**src/rtl/automatic_headlight_control_if.sv**
```systemverilog
// automatic_headlight_control_if: sensor inputs and lamp outputs of the headlight controller.
interface automatic_headlight_control_if;
  logic       light_sensor;
  logic       rain_sensor;
  logic       ignition;
  logic [7:0] speed_sensor;
  logic       headlights;
  logic [7:0] dim_level;
  modport master(output light_sensor, rain_sensor, ignition, speed_sensor, input headlights, dim_level);
  modport slave(input light_sensor, rain_sensor, ignition, speed_sensor, output headlights, dim_level);
endinterface

```
**src/rtl/automatic_headlight_control.sv**
```systemverilog
// automatic_headlight_control: debounced light/rain, speed hysteresis and ramped lamp brightness.
module automatic_headlight_control #(
  parameter int DEBOUNCE_CYCLES = 4,
  parameter int SPEED_HI        = 100,
  parameter int SPEED_LO        = 80,
  parameter int RAMP_STEP       = 16,
  parameter int LOW_BEAM        = 128,
  parameter int RAIN_BEAM       = 192,
  parameter int HIGH_BEAM       = 255
) (
  input logic clk,
  input logic rst_n,
  automatic_headlight_control_if.slave bus
);
  localparam int CW = DEBOUNCE_CYCLES > 1 ? $clog2(DEBOUNCE_CYCLES) : 1;
  localparam logic [CW-1:0] LAST = CW'(DEBOUNCE_CYCLES - 1);
  localparam logic [7:0] STEP = 8'(RAMP_STEP);
  logic [1:0] ign_s, light_s, rain_s;
  logic light_db, rain_db, high;
  logic [CW-1:0] light_cnt, rain_cnt;
  logic ign;
  logic [7:0] target, up, dn, next_dim;
  assign ign = ign_s[1];
  always_comb begin
    target = !ign ? 8'd0 : rain_db ? 8'(RAIN_BEAM) : light_db ? 8'd0 : high ? 8'(HIGH_BEAM) : 8'(LOW_BEAM);
    up = target - bus.dim_level;
    dn = bus.dim_level - target;
    // steps are clamped to the remaining distance, so the level can never overshoot or wrap
    next_dim = !ign ? 8'd0 :
               bus.dim_level < target ? bus.dim_level + (up > STEP ? STEP : up) :
               bus.dim_level - (dn > STEP ? STEP : dn);
  end
  always_ff @(posedge clk or negedge rst_n) begin
    if (!rst_n) begin
      ign_s         <= 2'b00;
      light_s       <= 2'b11;
      rain_s        <= 2'b00;
      light_db      <= 1'b1;
      rain_db       <= 1'b0;
      light_cnt     <= '0;
      rain_cnt      <= '0;
      high          <= 1'b0;
      bus.dim_level <= 8'd0;
      bus.headlights <= 1'b0;
    end else begin
      ign_s         <= {ign_s[0], bus.ignition};
      light_s       <= {light_s[0], bus.light_sensor};
      rain_s        <= {rain_s[0], bus.rain_sensor};
      light_cnt     <= light_s[1] == light_db || light_cnt == LAST ? '0 : light_cnt + 1'b1;
      light_db      <= light_s[1] != light_db && light_cnt == LAST ? light_s[1] : light_db;
      rain_cnt      <= rain_s[1] == rain_db || rain_cnt == LAST ? '0 : rain_cnt + 1'b1;
      rain_db       <= rain_s[1] != rain_db && rain_cnt == LAST ? rain_s[1] : rain_db;
      high          <= !ign ? 1'b0 :
                       bus.speed_sensor >= 8'(SPEED_HI) ? 1'b1 :
                       bus.speed_sensor < 8'(SPEED_LO) ? 1'b0 : high;
      bus.dim_level  <= next_dim;
      bus.headlights <= ign && (target != 8'd0 || bus.dim_level != 8'd0);
    end
  end
endmodule

```
**src/flat_wrapper.sv**
```systemverilog
// flat-port wrapper written by rule: the top's interface ports become plain ports
module automatic_headlight_control_flat 
#(
  parameter int DEBOUNCE_CYCLES = 4,
  parameter int SPEED_HI        = 100,
  parameter int SPEED_LO        = 80,
  parameter int RAMP_STEP       = 16,
  parameter int LOW_BEAM        = 128,
  parameter int RAIN_BEAM       = 192,
  parameter int HIGH_BEAM       = 255
)
  (clk, rst_n, bus_light_sensor, bus_rain_sensor, bus_ignition, bus_speed_sensor, bus_headlights, bus_dim_level);
  automatic_headlight_control_if bus_i ();
  input logic clk;
  input logic rst_n;
  input wire logic [$bits(bus_i.light_sensor)-1:0] bus_light_sensor;
  input wire logic [$bits(bus_i.rain_sensor)-1:0] bus_rain_sensor;
  input wire logic [$bits(bus_i.ignition)-1:0] bus_ignition;
  input wire logic [$bits(bus_i.speed_sensor)-1:0] bus_speed_sensor;
  output wire logic [$bits(bus_i.headlights)-1:0] bus_headlights;
  output wire logic [$bits(bus_i.dim_level)-1:0] bus_dim_level;
  assign bus_i.light_sensor = bus_light_sensor;
  assign bus_i.rain_sensor = bus_rain_sensor;
  assign bus_i.ignition = bus_ignition;
  assign bus_i.speed_sensor = bus_speed_sensor;
  assign bus_headlights = bus_i.headlights;
  assign bus_dim_level = bus_i.dim_level;
  automatic_headlight_control #(.DEBOUNCE_CYCLES(DEBOUNCE_CYCLES), .SPEED_HI(SPEED_HI), .SPEED_LO(SPEED_LO), .RAMP_STEP(RAMP_STEP), .LOW_BEAM(LOW_BEAM), .RAIN_BEAM(RAIN_BEAM), .HIGH_BEAM(HIGH_BEAM)) u_core (.clk(clk), .rst_n(rst_n), .bus(bus_i));
endmodule
```
**config.mk**
```make
export PLATFORM = sky130hd
export DESIGN_NAME = automatic_headlight_control_flat
export DESIGN_NICKNAME = d
export VERILOG_FILES = /design/src/rtl/automatic_headlight_control_if.sv /design/src/rtl/automatic_headlight_control.sv /design/src/flat_wrapper.sv
export SDC_FILE = /design/constraint.sdc
export NUM_CORES = 1
export LEC_CHECK = 0
export ABC_CLOCK_PERIOD_IN_PS = 6300
export CAP_MARGIN = 30
export CORE_MARGIN = 8
export CORE_UTILIZATION = 31
export CTS_CLUSTER_DIAMETER = 100
export DETAILED_ROUTE_END_ITERATION = 6
export PLACE_DENSITY = 0.55
export SLEW_MARGIN = 10
export SYNTH_ARGS = -nofsm -noshare
export SYNTH_HDL_FRONTEND = slang
export SYNTH_SLANG_ARGS = --single-unit
```
**constraint.sdc**
```tcl
create_clock -name clk -period 6.3 [get_ports clk]
set_input_delay 0.63 -clock clk [delete_from_list [all_inputs] [get_ports clk]]
set_output_delay 0.63 -clock clk [all_outputs]
set_load 0.005 [all_outputs]
```
# After elaboration in Yosys (flattened, before gate mapping)
# Index checks and enable logic that the tools add are counted.
# op_classes
add_sub_neg,6
magnitude_cmp,5
n_eq_ne,7
mux,13
reduce_logical,8
# op_table
cell,n
$mux 8,7
$sub 8x8->8,3
$gt 8x5->1 const B,2
$reduce_bool 8->1,2
$add 8x8->8,1
$ge 8x7->1 const B,1
$lt 8x7->1 const B,1
$lt 8x8->1,1
$mux 7,1
$add 2x1->2 const B,2
$eq 2x2->1 const B,2
$mux 2,2
$logic_and 1x1->1,3
$logic_or 1x1->1,3
$mux 1,3
$ne 3x3->1 const B,1
$eq 1x1->1,2
$ne 1x1->1,2
# totals
reg_bits,22
inputBits,13
out_inout_bits,9
word_cells,49

# Depth between registers and ports, before layout
# Gate-level depths: netlist of the first run.
# logic_depth
depth_word,10
ltp_mapped,23

# Worst setup path before layout of the first run
# No wires, ideal clock.
# synth_timing
path_type,register to register
start,register u_core.rain_db
end,register u_core.bus.dim_level[7]
setup_time_ns,0.071
arrival_time_ns,4.760
slack_ns,1.469
stages_incl_launch_ff,23
n_path_buf,2
synth_period_minus_slack_ns,4.831
cell_sequence,dfrtp_1 nor4bb_1 buf_4 inv_4 ha_1 buf_2 nand3_1 o21ai_0 o311ai_2 nand3b_2 o2111ai_2 nor2_1 nand2_1 ha_1 or4_1 a32oi_1 ha_1 o21ai_0 a21oi_1 o41ai_1 xnor2_1 or4_1 nand4_1
# synth_between
elab_chain_len,8
elab_cells_between_ends,13
classes_between,4 x add/sub; 3 x order compare; 6 x mux
# synth_rtl
element,line_no,source
"start, declared",automatic_headlight_control.sv:19,"logic light_db, rain_db, high;"
"start signal, assigned",automatic_headlight_control.sv:52,rain_db <= rain_s[1] != rain_db && rain_cnt == LAST ? rain_s[1] : rain_db;
$mux 8 (*) (2 in a row),automatic_headlight_control.sv:25,target = !ign ? 8'd0 : rain_db ? 8'(RAIN_BEAM) : light_db ? 8'd0 : high ? 8'(HIGH_BEAM) : 8'(LOW_BEAM);
$sub 8x8->8 (on tied branches),"automatic_headlight_control.sv:27, automatic_headlight_control.sv:26",
$gt 8x5->1 (on tied branches),"automatic_headlight_control.sv:31, automatic_headlight_control.sv:30",
$mux 8 (on tied branches),"automatic_headlight_control.sv:31, automatic_headlight_control.sv:30",
$sub 8x8->8 or $add 8x8->8 (tied branches),"automatic_headlight_control.sv:31, automatic_headlight_control.sv:30",
$mux 8 (*),automatic_headlight_control.sv:30,bus.dim_level < target ? bus.dim_level + (up > STEP ? STEP : up) :
$mux 8 (*),automatic_headlight_control.sv:29,next_dim = !ign ? 8'd0 :
named net u_core.next_dim[7],automatic_headlight_control.sv:22,"logic [7:0] target, up, dn, next_dim;"
"end signal, assigned",automatic_headlight_control.sv:56,bus.dim_level <= next_dim;
"end, declared",automatic_headlight_control_if.sv:10,"modport slave(input light_sensor, rain_sensor, ignition, speed_sensor, output headlights, dim_level);"
# Mark *: on every way through the listed nets, which the timed path passes. The rest lies on a longest branch.
# A chain may end at the register's enable or synchronous reset.

# Final worst setup path of the first run
# Same ends and word-level chain as after synthesis.

==> metrics.md, run 1 <==
| Metric | Value |
|---|---|
| Status | `finished, final reports clean` |
| Final hold vios | `0` |
| Synth cell types | `60` |
| Clock sinks | `22` |
| 1st-pass router iterations | `4` |
| Clk buf depth | `2` |
| Sequential share of the synthesized area | `27.8%` |
| # H-tree levels | `1` |
| Initial drt markers | `103` |
| Maximum VDD drop | `0.151 mV` |
| Asr flop ratio synth | `100%` |
| Die width | `96.1 um` |
| Critical path class | `reg -> reg` |
| Final Wtd Congestion | `0.818` |
| Number of CTS-inserted buffers | `3` |
| Req. time, crit path | `6510 ps` |
| CP startpoint | `u_core.rain_db$_DFFE_PN0P_` |
| Syn Area/Cell | `9.13 um^2` |
| Fin crit share | `88.1%` |
| Final setup fails | `0` |
| Worst setup SP type | `register` |
| Crit-path max FO | `12` |
| Routed len/inst | `14.6 um` |
| Die Y | `96.1 um` |
| Reg2reg setup slack | `750 ps` |
| Critical R2R Launch | `u_core.rain_db$_DFFE_PN0P_` |
| Synth Instances | `218` |
| Total number of vias | `1666` |
| Leading area contributor after synthesis | `dfrtp_1` |
| Clk_skew | `8.06 ps` |
| Vias/cell | `5.31` |
| Largest net degree at the start of global routing | `17` |
| Cell Count, Final, Fillers Out | `314` |
| Final Power | `1.42 mW` |
| Ant. Diodes | `0` |
| Post_cts resized | `0` |
| FP Rows | `29` |
| TNS Setup | `0 ps` |
| Hold_sp | `u_core.rain_s[0]$_DFF_PN0_` |
| Final wirelength | `4570 um` |
| Nets@finish | `274` |
| CTS tree | `built` |
| Min cycle time layout | `5550 ps` |
| Final HPWL DP | `3610 um` |
| Worst skew pair latency | `270 ps` |
| Postcts setup bufs | `0` |
| List of most frequent post-synthesis cells | `ha_1 (21), dfrtp_1 (19), inv_1 (13)` |
| Core area | `6280 um^2` |
| Pwr Density | `605 nW/um^2` |
| Multi-input gate area | `1340 um^2` |
| Area delta synth->final | `17.7%` |
| Synth Cell Area | `1990 um^2` |
| Die area | `9240 um^2` |
| Seq cells post-synth | `22` |
| Fin. max-slew vios | `0` |
| Total global-route track usage | `10.4%` |
| Filler cells | `664` |
| Initial core utilization | `31.7%` |
| Placed cells | `310` |
| Worst-Margin Slew | `541 ps` |
| RSZ-0062 raised after global routing | `false` |
| # hold bufs at CTS | `0` |
| # IOs | `22` |
| Share of layout cells above drive strength 1 | `11.0%` |
| Area share of the largest cell type after synthesis | `23.9%` |
| Input/output buffers | `19` |
| Routed Antenna Nets | `0` |
| Critical path arrival | `5760 ps` |
| Leak | `0.999 nW` |
| Total nets after synthesis | `254` |
| Initial antenna violation count | `0` |
| Seq. cell area | `554 um^2` |
| Max-cap violation count | `0` |
| Yosys warns | `0` |
| Vias in the first global route | `1585` |
| Root Driver | `clkbuf_8` |
| Maximum clock rate | `180 MHz` |
| Crit. End Element | `register` |
| Drc violations | `0` |
| EDFF count, synth | `0` |
| Congestion Overflow GR | `0` |
| First-pass GRT wire length | `7670 um` |
| Synth area leaders | `dfrtp_1 (24%), ha_1 (13%), xnor2_1 (4.4%), dfstp_2 (4.0%), o21ai_0 (2.8%)` |
| Main synth FF type | `dfrtp_1` |
| Clock Pin Slew Worst Setup and Hold Paths | `80 ps` |
| Top-count cell post-synth | `ha_1` |
| Rel. slew slack | `63.6%` |
| Hold crit path type | `reg -> reg` |
-- critical path: stages, from the launching register on --
cell and delay (ps):
dfrtp_1 450, nor4bb_1 280, buf_4 230, inv_4 100, ha_1 520, nand3_1 180
o21ai_0 240, o311ai_2 160, nand3b_2 110, o2111ai_2 260, nor2_1 220, nand2_1 80
ha_1 260, or4_1 540, a32oi_1 210, ha_1 270, o21ai_0 120, a21oi_1 140
o41ai_1 340, xnor2_1 190, or4_1 490, nand4_1 80
-- registers in the layout, summed over array words and instances (netlist names) --
name	cells
u_core.high	1
u_core.light_db	1
u_core.light_cnt	2
u_core.bus.dim_level	8
u_core.light_s	2
u_core.rain_cnt	2
u_core.ign_s	2
u_core.bus.headlights	1
u_core.rain_s	2
u_core.rain_db	1
-- worst paths after layout --
| kind | end | cells after the start |
|---|---|---|
| worst max-delay path | u_core.bus.dim_level[7]$_DFF_PN0_ | 21 |
| worst min-delay path | u_core.rain_s[1]$_DFF_PN0_ | 0 |
| worst max register to register | u_core.bus.dim_level[7]$_DFF_PN0_ | 21 |
| worst min register to register | u_core.rain_s[1]$_DFF_PN0_ | 0 |
| max in group asynchronous | u_core.light_db$_DFFE_PN1P_ | 2 |
| min in group asynchronous | u_core.bus.dim_level[5]$_DFF_PN0_ | 1 |
-- cells by family after synthesis --
logic type	synth area share, %
XOR/XNOR	6.54
buffers and inverters	4.78
AND/OR/NAND/NOR	21.4
AO/OA/AOI/OAI	22.5
adder cells (fa/ha/maj)	15.2
flip-flops	27.8
multiplexers	1.70
-- cell usage in the layout (no fill, tap or decap), drive strengths merged, types with 2 or more instances in the layout --
master         netlist  routed
and2                 4       4
nor2                11      11
dfstp                3       3
a211oi               4       4
xor2                 3       3
a21oi                8       8
o21ai               15      15
ha                  21      21
inv                 15      15
clkbuf               2       3
and3                 4       4
or4                  6       6
nand3                7       7
dfrtp               19      19
a21o                 4       4
nor3b                3       3
nand2               12      12
fa                   2       2
nand3b               3       3
a221o                2       2
o41ai                3       3
mux2                 3       3
o21a                 3       3
o2111ai              2       2
buf                  5       3
nand2b               4       4
nor3                 6       6
a32oi                2       2
xnor2               11      11
nor2b                8       8
nand4                2       2
o31ai                3       3
clkdlybuf4s50        0      19
or2                  2       2
-- routing by layer --
metal  vias up  GRT usage (%)  wire length (um)
met1       788           14.4              2400
li1        854              -                 -
met5         -              0                 0
met4         0           2.30                41
met2        20           15.8              1920
met3         4           2.50               207
-- layout make-up --
| type | instances | share of cell area (%) |
|---|---|---|
| Clock buffer | 3 | 1.76 |
| Clock inverter | 1 | 1.28 |
| Inverter | 15 | 2.51 |
| Multi-Input combinational cell | 174 | 57.3 |
| Sequential cell | 22 | 23.7 |
| Tap cell | 77 | 4.11 |
| Timing Repair Buffer | 22 | 9.40 |
-- metrics by stage --
step	cell area (um^2)	hold slack, ps	util (%)	setup slack, ps
2_1_floorplan	1990	331	-	1470
3_3_place_gp	2260	333	35.9	798
5_1_grt	2340	357	37.3	321
3_5_place_dp	2270	335	36.2	804
4_1_cts	2340	351	37.3	771
6_report	2340	342	37.3	747
-- where the power goes --
part	leakage (nW)	internal (mW)	switching, mW
Clock	0.0357	0.0849	0.0467
Sequential	0.272	0.184	0.0516
Combinational	0.691	0.478	0.571
Total	0.999	0.747	0.669
Power figures use the tool's default switching activity.
==> run 2: changes to the inputs <==
--- a/config.mk
+++ b/config.mk
@@ -5,11 +5,12 @@
 export SDC_FILE = /design/constraint.sdc
 export NUM_CORES = 1
 export LEC_CHECK = 0
-export ABC_CLOCK_PERIOD_IN_PS = 6300
+export ABC_CLOCK_PERIOD_IN_PS = 7100
 export CAP_MARGIN = 30
 export CORE_MARGIN = 8
 export CORE_UTILIZATION = 31
 export CTS_CLUSTER_DIAMETER = 100
+export CTS_CLUSTER_SIZE = 12
 export DETAILED_ROUTE_END_ITERATION = 6
 export PLACE_DENSITY = 0.55
 export SLEW_MARGIN = 10
==> constraint.sdc (replaced) <==
create_clock -name clk -period 7.1 [get_ports clk]
set_input_delay 0.71 -clock clk [delete_from_list [all_inputs] [get_ports clk]]
set_output_delay 0.71 -clock clk [all_outputs]
set_load 0.005 [all_outputs]
==> run 2 against run 1 <==
Maximum frequency is 1.1% lower. Count of clock-buffer cells in the layout stayed put. Setup slack better by 740 ps. Sequential power is 11% lower. Final cell count stayed put. Critical path depth is 1 higher. Power is 11% lower. Flip-flop and latch count stayed put. Largest cell class unchanged. Routed wire length is 0.92% lower.
==> metrics.md, run 2 (same netlist as run 1, synthesis figures left out) <==
| Metric | Value |
|---|---|
| Hold crit path type | `reg -> reg` |
| First-pass GRT wire length | `7750 um` |
| Initial core utilization | `31.7%` |
| Rel. slew slack | `64.6%` |
| Setup WS post-layout | `1480 ps` |
| Clock share of power | `9.2%` |
| Die Y | `96.1 um` |
| Maximum VDD drop | `0.164 mV` |
| Number of CTS-inserted buffers | `3` |
| Clk_skew | `1.77 ps` |
| Sw Ratio | `47.3%` |
| Critical path arrival | `5810 ps` |
| Commonest non-fill, non-tap cell in the layout | `ha_1` |
| Most frequent cells in the layout | `ha_1 (21), clkdlybuf4s50_1 (19), dfrtp_1 (19)` |
| Post_cts resized | `0` |
| Core area | `6280 um^2` |
| Critical path class | `reg -> reg` |
| Die width | `96.1 um` |
| TNS Setup | `0 ps` |
| Final wirelength | `4530 um` |
| Nets@finish | `274` |
| # H-tree levels | `1` |
| # hold bufs at CTS | `0` |
| Final Power | `1.26 mW` |
| Ant. Diodes | `0` |
| Final Wtd Congestion | `0.803` |
| Worst skew pair latency | `260 ps` |
| Design Area, Final | `2340 um^2` |
| Routed len/inst | `14.4 um` |
| DP Area | `2270 um^2` |
| Final hold vios | `0` |
| Max-cap violation count | `0` |
| Initial antenna violation count | `0` |
| Fin crit share | `79.1%` |
| Status | `finished, final reports clean` |
| RSZ-0062 raised after global routing | `false` |
| Clock Pin Slew Worst Setup and Hold Paths | `80 ps` |
| CP max-delay cell | `or4_1` |
| Maximum clock rate | `178 MHz` |
| CP peak stage delay | `530 ps` |
| CTS tree | `built` |
| Crit-path max FO | `17` |
| Biggest register | `u_core.bus.dim_level` |
| Final core area utilization | `37.3%` |
| 1st-pass router iterations | `4` |
| Setup WS pre-CTS | `1550 ps` |
| Root Driver | `clkbuf_8` |
| Input/output buffers | `19` |
| Final HPWL DP | `3590 um` |
| Clk buf depth | `2` |
| Area delta synth->final | `17.7%` |
| Congestion Overflow GR | `0` |
| Worst setup SP type | `register` |
| Min cycle time layout | `5620 ps` |
| Largest register FFs | `8` |
| Top cell by count, worst path | `ha_1` |
| Largest net degree at the start of global routing | `18` |
| Req. time, crit path | `7300 ps` |
| Share of layout cells above drive strength 1 | `11.0%` |
| Initial drt markers | `100` |
| Internal | `0.663 mW` |
| Vias/cell | `5.37` |
| Leak | `0.999 nW` |
| Routed Antenna Nets | `0` |
| Die area | `9240 um^2` |
| Vias in the first global route | `1617` |
| Power share of the sequential group | `16.6%` |
| Crit path cell chain | `buf_4 > nor4bb_1 > buf_4 > inv_4 > ha_1 > nand3_1 > o21ai_0 > o311ai_2 > nand3b_2 > o2111ai_2 > nor2_1 > nand2_1 > ha_1 > or4_1 > a32oi_1 > ha_1 > o21ai_0 > a21oi_1 > o41ai_1 > xnor2_1 > or4_1 > nand4_1` |
| Total number of vias | `1685` |
| Fin. max-slew vios | `0` |
| Logic pwr share | `74.2%` |
| Switching power | `0.594 mW` |
| Worst-Margin Slew | `525 ps` |
| Crit. End Element | `register` |
| Pwr Density | `536 nW/um^2` |
| Final setup fails | `0` |
| Drc violations | `0` |
| FP Rows | `29` |
| Clock sinks | `22` |
| # IOs | `22` |
| Total global-route track usage | `10.4%` |
| Postcts setup bufs | `0` |
run 2: path summary, 6_finish.rpt:
path | startpoint | to | slack [ps] | depth (start not counted)
min in group asynchronous | rst_n | u_core.ign_s[0]$_DFF_PN0_ | 700 | 1
max in group asynchronous | rst_n | u_core.light_db$_DFFE_PN1P_ | 5900 | 2
hold reg to reg | u_core.rain_s[0]$_DFF_PN0_ | u_core.rain_s[1]$_DFF_PN0_ | 350 | 0
setup / recovery | u_core.ign_s[1]$_DFF_PN0_ | u_core.bus.dim_level[7]$_DFF_PN0_ | 1480 | 22
hold / removal | u_core.rain_s[0]$_DFF_PN0_ | u_core.rain_s[1]$_DFF_PN0_ | 350 | 0
setup reg to reg | u_core.ign_s[1]$_DFF_PN0_ | u_core.bus.dim_level[7]$_DFF_PN0_ | 1480 | 22
run 2: worst max-delay path: cells and delay by family (launching register included):
family	cells	cell delay [ps]
AO/OA/AOI/OAI	7	1520
XOR/XNOR	1	200
adder cells (fa/ha/maj)	3	1040
buffers and inverters	3	520
flip-flops	1	330
AND/OR/NAND/NOR	8	1930
run 2: area by class of cell:
type	count	area, um^2
fillers	635	3940
multi-input cells	174	1340
flip-flops and latches	22	554
repair buffers	22	220
well taps	77	96.3
inverters	15	58.8
clock buffers	3	41.3
clock inverters	1	30.0
run 2: metal layers:
| metal | global-route usage, % | share of wire [%] | vias to the layer above |
|---|---|---|---|
| met2 | 16.7 | 45 | 33 |
| met5 | 0 | 0 | - |
| met4 | 1.92 | 0.60 | 0 |
| li1 | - | - | 848 |
| met3 | 2.81 | 5.0 | 2 |
| met1 | 13.7 | 50 | 802 |
run 2: stage by stage:
step           cells  hold WS [ps]
2_1_floorplan    218           331
3_3_place_gp     309           335
3_5_place_dp     310           335
4_1_cts          314           354
5_1_grt          314           358
6_report         314           350
run 2: power groups by stage:
stage / clock, mW / sequential [mW] / combinational [mW]
6_report: 0.116 / 0.209 / 0.932
5_1_grt: 0.127 / 0.215 / 1.05
4_1_cts: 0.120 / 0.210 / 0.931
3_5_place_dp: 0 / 0.213 / 0.925
3_3_place_gp: 0 / 0.212 / 0.921
2_1_floorplan: 0 / 0.197 / 0.743
